`src/rtl/decay_envelope_if.sv`:
```
// Note-control and sample-stream signals between the oscillator side and the decay envelope.
// The master drives the note and raw samples; the slave returns the decayed stream and status.
interface decay_envelope_if;
    logic        note_start;
    logic [5:0]  note_duration;
    logic        new_sample_in;
    logic [15:0] sample_in;
    logic [15:0] sample_out;
    logic        new_sample_out;
    logic [5:0]  duration;
    logic        busy;

    modport master (
        output note_start, note_duration, new_sample_in, sample_in,
        input  sample_out, new_sample_out, duration, busy
    );

    modport slave (
        input  note_start, note_duration, new_sample_in, sample_in,
        output sample_out, new_sample_out, duration, busy
    );
endinterface

```
`src/rtl/decay_envelope.sv`:
```
// Per-note amplitude envelope: full gain for a sustain window, then stepwise decay to silence.
// One registered output strobe per accepted input strobe so the echo stage sees a steady rate.
//
// state   | meaning
// IDLE    | no note, gain 0, samples pass through as silence
// SUSTAIN | gain 255, sustain counter counts samples down
// DECAY   | gain reduced by DECAY_STEP every DECAY_PERIOD samples
module decay_envelope #(
    parameter int SAMPLES_PER_UNIT = 16,
    parameter int DECAY_PERIOD     = 4,
    parameter int DECAY_STEP       = 1
) (
    input  logic clk,
    input  logic reset,
    decay_envelope_if.slave bus
);

    typedef enum logic [1:0] {IDLE, SUSTAIN, DECAY} state_t;

    localparam logic [15:0] SPU      = 16'(SAMPLES_PER_UNIT);
    localparam logic [7:0]  PER_LOAD = 8'(DECAY_PERIOD);
    localparam logic [7:0]  STEP     = 8'(DECAY_STEP);

    state_t      state_q, state_d, st;
    logic [7:0]  gain_q, gain_d, g, g_dec;
    logic [15:0] sus_q, sus_d, sus;
    logic [7:0]  per_q, per_d, per;
    logic [5:0]  dur_q, dur_d;
    logic [15:0] sample_q, sample_d;
    logic        strobe_q;
    logic        armed_q;
    logic        start, take;
    logic signed [24:0] s_ext, g_ext, prod;

    always_ff @(posedge clk or negedge reset) begin
        if (!reset) begin
            state_q  <= IDLE;
            gain_q   <= 8'd0;
            sus_q    <= 16'd0;
            per_q    <= 8'd0;
            dur_q    <= 6'd0;
            sample_q <= 16'd0;
            strobe_q <= 1'b0;
            armed_q  <= 1'b0;
        end else begin
            state_q  <= state_d;
            gain_q   <= gain_d;
            sus_q    <= sus_d;
            per_q    <= per_d;
            dur_q    <= dur_d;
            sample_q <= sample_d;
            strobe_q <= take;
            armed_q  <= 1'b1;
        end
    end

    // A note_start takes effect before a coincident sample, so that sample sees the new note.
    always_comb begin
        start = bus.note_start & armed_q;
        take  = bus.new_sample_in & armed_q;
        st    = state_q;
        g     = gain_q;
        sus   = sus_q;
        per   = per_q;
        dur_d = dur_q;
        if (start) begin
            dur_d = bus.note_duration;
            g     = 8'hFF;
            per   = PER_LOAD;
            sus   = 16'(bus.note_duration) * SPU;
            st    = (bus.note_duration == 6'd0) ? DECAY : SUSTAIN;
        end
        state_d = st;
        gain_d  = g;
        sus_d   = sus;
        per_d   = per;
        g_dec   = (g > STEP) ? (g - STEP) : 8'd0;
        if (take) begin
            unique case (st)
                SUSTAIN: begin
                    if (sus <= 16'd1) begin
                        sus_d   = 16'd0;
                        per_d   = PER_LOAD;
                        state_d = DECAY;
                    end else begin
                        sus_d = sus - 16'd1;
                    end
                end
                DECAY: begin
                    if (per <= 8'd1) begin
                        per_d  = PER_LOAD;
                        gain_d = g_dec;
                        if (g_dec == 8'd0) state_d = IDLE;
                    end else begin
                        per_d = per - 8'd1;
                    end
                end
                default: ;
            endcase
        end
    end

    // Gain 255 stands in for unity; the shifted product always fits 16 bits.
    always_comb begin
        s_ext    = 25'($signed(bus.sample_in));
        g_ext    = $signed({17'd0, g});
        prod     = s_ext * g_ext;
        sample_d = take ? 16'(prod >>> 8) : sample_q;
    end

    assign bus.sample_out     = sample_q;
    assign bus.new_sample_out = strobe_q;
    assign bus.duration       = dur_q;
    assign bus.busy           = (state_q != IDLE);

endmodule
```
`src/flat_wrapper.sv`:
```
// flat-port wrapper written by rule: the top's interface ports become plain ports
module decay_envelope_flat 
#(
    parameter int SAMPLES_PER_UNIT = 16,
    parameter int DECAY_PERIOD     = 4,
    parameter int DECAY_STEP       = 1
)
  (clk, reset, bus_note_start, bus_note_duration, bus_new_sample_in, bus_sample_in, bus_sample_out, bus_new_sample_out, bus_duration, bus_busy);
  decay_envelope_if bus_i ();
  input  logic clk;
  input  logic reset;
  input wire logic [$bits(bus_i.note_start)-1:0] bus_note_start;
  input wire logic [$bits(bus_i.note_duration)-1:0] bus_note_duration;
  input wire logic [$bits(bus_i.new_sample_in)-1:0] bus_new_sample_in;
  input wire logic [$bits(bus_i.sample_in)-1:0] bus_sample_in;
  output wire logic [$bits(bus_i.sample_out)-1:0] bus_sample_out;
  output wire logic [$bits(bus_i.new_sample_out)-1:0] bus_new_sample_out;
  output wire logic [$bits(bus_i.duration)-1:0] bus_duration;
  output wire logic [$bits(bus_i.busy)-1:0] bus_busy;
  assign bus_i.note_start = bus_note_start;
  assign bus_i.note_duration = bus_note_duration;
  assign bus_i.new_sample_in = bus_new_sample_in;
  assign bus_i.sample_in = bus_sample_in;
  assign bus_sample_out = bus_i.sample_out;
  assign bus_new_sample_out = bus_i.new_sample_out;
  assign bus_duration = bus_i.duration;
  assign bus_busy = bus_i.busy;
  decay_envelope #(.SAMPLES_PER_UNIT(SAMPLES_PER_UNIT), .DECAY_PERIOD(DECAY_PERIOD), .DECAY_STEP(DECAY_STEP)) u_core (.clk(clk), .reset(reset), .bus(bus_i));
endmodule
```
`config.mk`:
```
export PLATFORM = sky130hd
export DESIGN_NAME = decay_envelope_flat
export DESIGN_NICKNAME = d
export VERILOG_FILES = /design/src/rtl/decay_envelope_if.sv /design/src/rtl/decay_envelope.sv /design/src/flat_wrapper.sv
export SDC_FILE = /design/constraint.sdc
export NUM_CORES = 1
export LEC_CHECK = 0
export CAP_MARGIN = 15
export CORE_MARGIN = 4
export CORE_UTILIZATION = 62
export DETAILED_ROUTE_END_ITERATION = 10
export PLACE_DENSITY = 0.81
export SLEW_MARGIN = 20
export SYNTH_ARGS = -nofsm -noshare
export SYNTH_HDL_FRONTEND = slang
export SYNTH_SLANG_ARGS = --single-unit
export TNS_END_PERCENT = 100
```
`constraint.sdc`:
```
create_clock -name clk -period 6.5 [get_ports clk]
set_clock_uncertainty 0.15 [all_clocks]
set_input_delay 0.65 -clock clk [delete_from_list [all_inputs] [get_ports clk]]
set_output_delay 0.65 -clock clk [all_outputs]
set_load 0.05 [all_outputs]
```
# ---- Word-level counts from Yosys, hierarchy flattened
# Cells that the tools add are included.
dict set report totals {
  register_bits 58
  input_bits 26
  out_inout_bits 24
  word_cells 43
}
dict set report classes {
  addsub 3
  mul 1
  n_lt_le_gt_ge 3
  eq_ne 2
  muxes 21
  bitwise_logic 2
  n_reduce_logical 3
}
# operator count
set op_table {}
lappend op_table {{2-to-1 mux 8 bit} 9}
lappend op_table {{2-to-1 mux 16 bit} 4}
lappend op_table {{multiplier 16 x 9 -> 24 bit} 1}
lappend op_table {{<= comparator 16 x 1 -> 1 bit, second input constant} 1}
lappend op_table {{one-hot mux 8 bit (2 select lines)} 1}
lappend op_table {{subtractor 16 x 1 -> 16 bit, second input constant} 1}
lappend op_table {{subtractor 8 x 1 -> 8 bit, second input constant} 2}
lappend op_table {{2-to-1 mux 2 bit} 6}
lappend op_table {{> comparator 8 x 1 -> 1 bit, second input constant} 1}
lappend op_table {{<= comparator 8 x 1 -> 1 bit, second input constant} 1}
lappend op_table {{logical NOT 8 bit} 1}
lappend op_table {{logical NOT 6 bit} 1}
lappend op_table {{one-hot mux 2 bit (2 select lines)} 1}
lappend op_table {{bitwise AND 1 bit} 2}
lappend op_table {{equality test 2 x 1 -> 1 bit, second input constant} 1}
lappend op_table {{equality test 2 bit, second input constant} 1}
lappend op_table {{nonzero test 2 bit} 1}

# ---- Logic depth before layout (Yosys ltp)
# Gate-level depths: netlist of run 1.
dict set report logic_depth {
  ltp_word 9
  depth_mapped 22
  ltp_nobuf 19
}

# ---- Worst setup path before layout of run 1
# No wires, ideal clock.
dict set report synth_path {
  path_kind {input to register}
  startpoint {input bus_note_start}
  endpoint {register u_core.sample_q[12] (netlist: u_core.bus.sample_out[12])}
  setup_ns 0.126
  arrival_ns 5.617
  t_required_ns 6.224
  slack_ns 0.607
  stages 19
  path_buffers 4
  cell_sequence {buf_6 > nand2_1 > nand2b_1 > clkbuf_1 > clkbuf_1 > nand2_1 > fa_1 > inv_1 > fa_1 > fa_1 > fa_1 > ha_1 > buf_6 > a21o_1 > a311o_1 > a211oi_4 > o21bai_4 > a211o_1 > a221o_1}
}
dict set report synth_via {
  elab_chain_cells 3
}
# element line_no
set synth_rtl {}
lappend synth_rtl {{from (decl)} flat_wrapper.sv:12} ;# input wire logic [$bits(bus_i.note_start)-1:0] bus_note_start;
lappend synth_rtl {{bitwise AND 1 bit} decay_envelope.sv:59} ;# start = bus.note_start & armed_q;
lappend synth_rtl {{2-to-1 mux 8 bit} decay_envelope.sv:66} ;# if (start) begin
lappend synth_rtl {{multiplier 16 x 9 -> 24 bit} decay_envelope.sv:107} ;# prod = s_ext * g_ext;
lappend synth_rtl {{to (signal assigned)} decay_envelope.sv:51} ;# sample_q <= sample_d;
lappend synth_rtl {{to (decl)} decay_envelope.sv:29} ;# logic [15:0] sample_q, sample_d;
# Every way passes these cells.
# A chain may end at the register's enable or synchronous reset.

# ---- Worst setup path after layout of run 1
# Ends and elaborated chain as after synthesis.

==> results.txt, run 1 <==
outcome - finished, final reports clean
syn_nets - 1084
Main synth FF type - dfrtp_1
type of the most critical hold path - in -> async
Final Cycle Share - 91.6%
FF+latch count, synth - 58
full die area - 0.0143 mm²
cells after synthesis - 908
CTS max path bufs - 2
TritonRoute pass-1 iters - 5
Die X - 120 µm
Layout area overhead - 12.4%
# diodes - 0
WL/cell - 16.2 µm
WP data required - 6.56 ns
crit end category - register
initial antenna violation count - 0
TritonCTS clock tree - done
Power Density - 478 mW/mm²
final instance area - 0.00869 mm²
CTS resizes - 0
Final Max Tran Viols - 0
I/O pins - 50
Skew-Pair Late Insertion Delay - 0.33 ns
fraction of registers with async set/reset - 100%
Nets - 1122
Fin Hold WS - 0.328 ns
total power - 4.15 mW
crit path DAT - 6.02 ns
total gr overflow - 0
Comb power frac - 76.0%
htree depth - 3
Switching Share - 52.0%
Setup TNS Final - 0 ns
Slew Limit Headroom - 38.3%
clock root buffer master - clkbuf_16
ratio of cells with drive above 1 in the final layout - 5.26%
Final Hold Violating Endpoints - 0
vias in the first global route - 6424
sequential-to-total area share from yosys stat - 18.8%
count leader, synth - inv_1
first-pass GRT wire length - 31100 µm
post-synthesis mux area share - 0.550%
crit path time final - 5.95 ns
startpoint type of the worst setup path - primary input
Distinct cells, synth - 72
Setup Viol. Count Final - 0
worst slew pin tran - 0.922 ns
area of placed instances - 0.00838 mm²
synth top area cells - fa_1 (26%), dfrtp_1 (19%), ha_1 (8.3%)
maximum clock frequency - 0.168 GHz
Switch Pwr - 2.16 mW
combinational family with the most area after synthesis - adder cells
PortBufs - 49
CTS clk-pin slew, worst paths - 0.05 ns
Max Cap Viol - 0
RSZ-0062 raised after global routing - no
First DRT Iteration DRCs - 585
final antenna-violating net count - 0
TritonCTS buffer count - 9
dominant cell type by area after synthesis - fa_1
share of the synthesized area in the top cell type - 25.6%
die height - 120 µm
Clk pwr share - 11.7%
Flop pwr share - 12.3%
CTS Hold Bufs - 0
Ys Warns - 0
crit path kind - in -> reg
routability-driven placement congestion ratio - 0.928
Post-CTS Setup Repair Bufs - 0
Initial Util - 63.8%
leakage - 4.23 nW
FILL cells - 989
total track usage - 26.6%
drc violations - 0
Rows - 40
total number of vias - 6430
EDFF count, synth - 0
VDD IR max - 0.338 mV
vias per cell - 5.75
Total Wirelength - 18100 µm
Simple-Gate Fraction of Synth Area - 20.9%
largest fanout on the critical path - 9
P_int - 1.99 mW
Core Area - 0.0121 mm²
Synth Area in Compound Gates - 13.7%
Avg Cell Area, Syn - 8.51 µm²
hpwl dp - 14400 µm
Syn Std Cell Area - 0.00773 mm²
xor/xnor share of the synthesized area - 2.83%
post-synthesis adder-cell area fraction - 33.9%
clk sinks - 58
largest net degree at the start of global routing - 59
Commonest cells post-synth - inv_1 (147), nand2_1 (140), fa_1 (99), dfrtp_1 (58), ha_1 (51)
path summary, 6_finish.rpt:
kind	start	to	slack, ns	cells past startpoint
max in group asynchronous	reset	u_core.sus_q[6]$_DFF_PN0_	5.38	2
setup reg to reg	u_core.armed_q$_DFF_PN0_	u_core.bus.sample_out[15]$_DFFE_PN0P_	0.78	20
setup / recovery	bus_note_start	u_core.bus.sample_out[12]$_DFFE_PN0P_	0.55	16
hold / removal	reset	u_core.gain_q[3]$_DFF_PN0_	0.33	2
hold reg to reg	u_core.bus.duration[5]$_DFFE_PN0P_	u_core.bus.duration[5]$_DFFE_PN0P_	0.33	2
min in group clk	u_core.bus.duration[5]$_DFFE_PN0P_	u_core.bus.duration[5]$_DFFE_PN0P_	0.33	2
cells in the final DEF (no fill, tap or decap), types with 5 or more instances in the layout:
cell type        Yosys  routed
a211oi_1            11      11
a21o_1              12      12
a21oi_1             27      27
a31oi_1              7       7
and2_1              34      34
and3_1               7       7
buf_4                0      16
clkbuf_16            0       9
clkdlybuf4s50_1      0      48
dfrtp_1             58      58
fa_1                99      99
ha_1                51      51
inv_1              147     147
nand2_1            140     140
nand2b_1             9       9
nand3_1             12      12
nand4_1              6       6
nor2_1              45      45
nor2b_1             23      23
nor3_1              24      24
nor4_1               5       5
o21ai_0             27      27
o21ai_1              7       7
o22ai_1              5       5
o31ai_1              9       9
or3_1               10      10
xnor2_1             18      18
xor2_1               7       7
worst max-delay path, cell delays in order:
cell	delay [ns]
clkdlybuf4s50_1	0.50
nand2_1	0.19
nand2b_1	0.35
nand2_1	0.14
fa_1	0.54
fa_1	0.56
inv_1	0.05
fa_1	0.46
fa_1	0.49
ha_1	0.40
a21o_1	0.22
a311o_1	0.37
a211oi_4	0.39
o21bai_4	0.12
a211o_1	0.30
a221o_1	0.28
sequential cells by signal (all words and copies together) (netlist names):
signal                     cells
u_core.bus.sample_out         16
u_core.sus_q                  16
u_core.gain_q                  8
u_core.per_q                   8
u_core.bus.duration            6
u_core.state_q                 2
u_core.armed_q                 1
u_core.bus.new_sample_out      1
area by class of cell:
type | count | area, µm² | area share (%)
Clock buffer | 12 | 256 | 2.95
Timing Repair Buffer | 65 | 606 | 6.97
Tap cell | 168 | 210 | 2.42
Sequential cell | 58 | 1450 | 16.7
Inverter | 148 | 556 | 6.39
Clock inverter | 4 | 50.0 | 0.576
Multi-Input combinational cell | 664 | 5560 | 64.0
power by group through the flow:
stage	Sequential, mW	Clock, mW	Combinational [mW]
6_report	0.511	0.484	3.15
4_1_cts	0.510	0.487	3.13
3_3_place_gp	0.514	0	3.06
5_1_grt	0.521	0.506	3.51
3_5_place_dp	0.514	0	3.11
2_1_floorplan	0.679	0	2.23
cells by family after synthesis:
family,Yosys count
xor gates and xnor gates,25
DFF,58
and+or+nand+nor,332
AOI/OAI and AO/OA,152
other,1
muxes,4
adders and majority gates,150
buffers and inverters,186
metal layers:
metal	track usage (%)	share of wire (%)	up-vias
met4	8.45	2.4	0
met2	44.8	50	242
met3	3.77	5.3	38
met1	35.7	42	3119
li1	-	-	3031
met5	0	0	-
stage by stage:
step | setup WS [ns] | utilization [%] | cells
global route | 0.253 | 71.7 | 1119
finish | 0.546 | 71.7 | 1119
CTS | 0.555 | 71.7 | 1119
floorplan | 0.607 | - | 908
global placement | 0.267 | 69.2 | 1103
detailed placement | 0.219 | 69.2 | 1103
Power figures use the tool's default switching activity.
==> run 2: changes to the inputs <==
Settings changed: CTS_CLUSTER_SIZE from default to 12.
==> results of run 2 <==
Same layout as run 1: the final DEF is identical, and so are final timing and power.
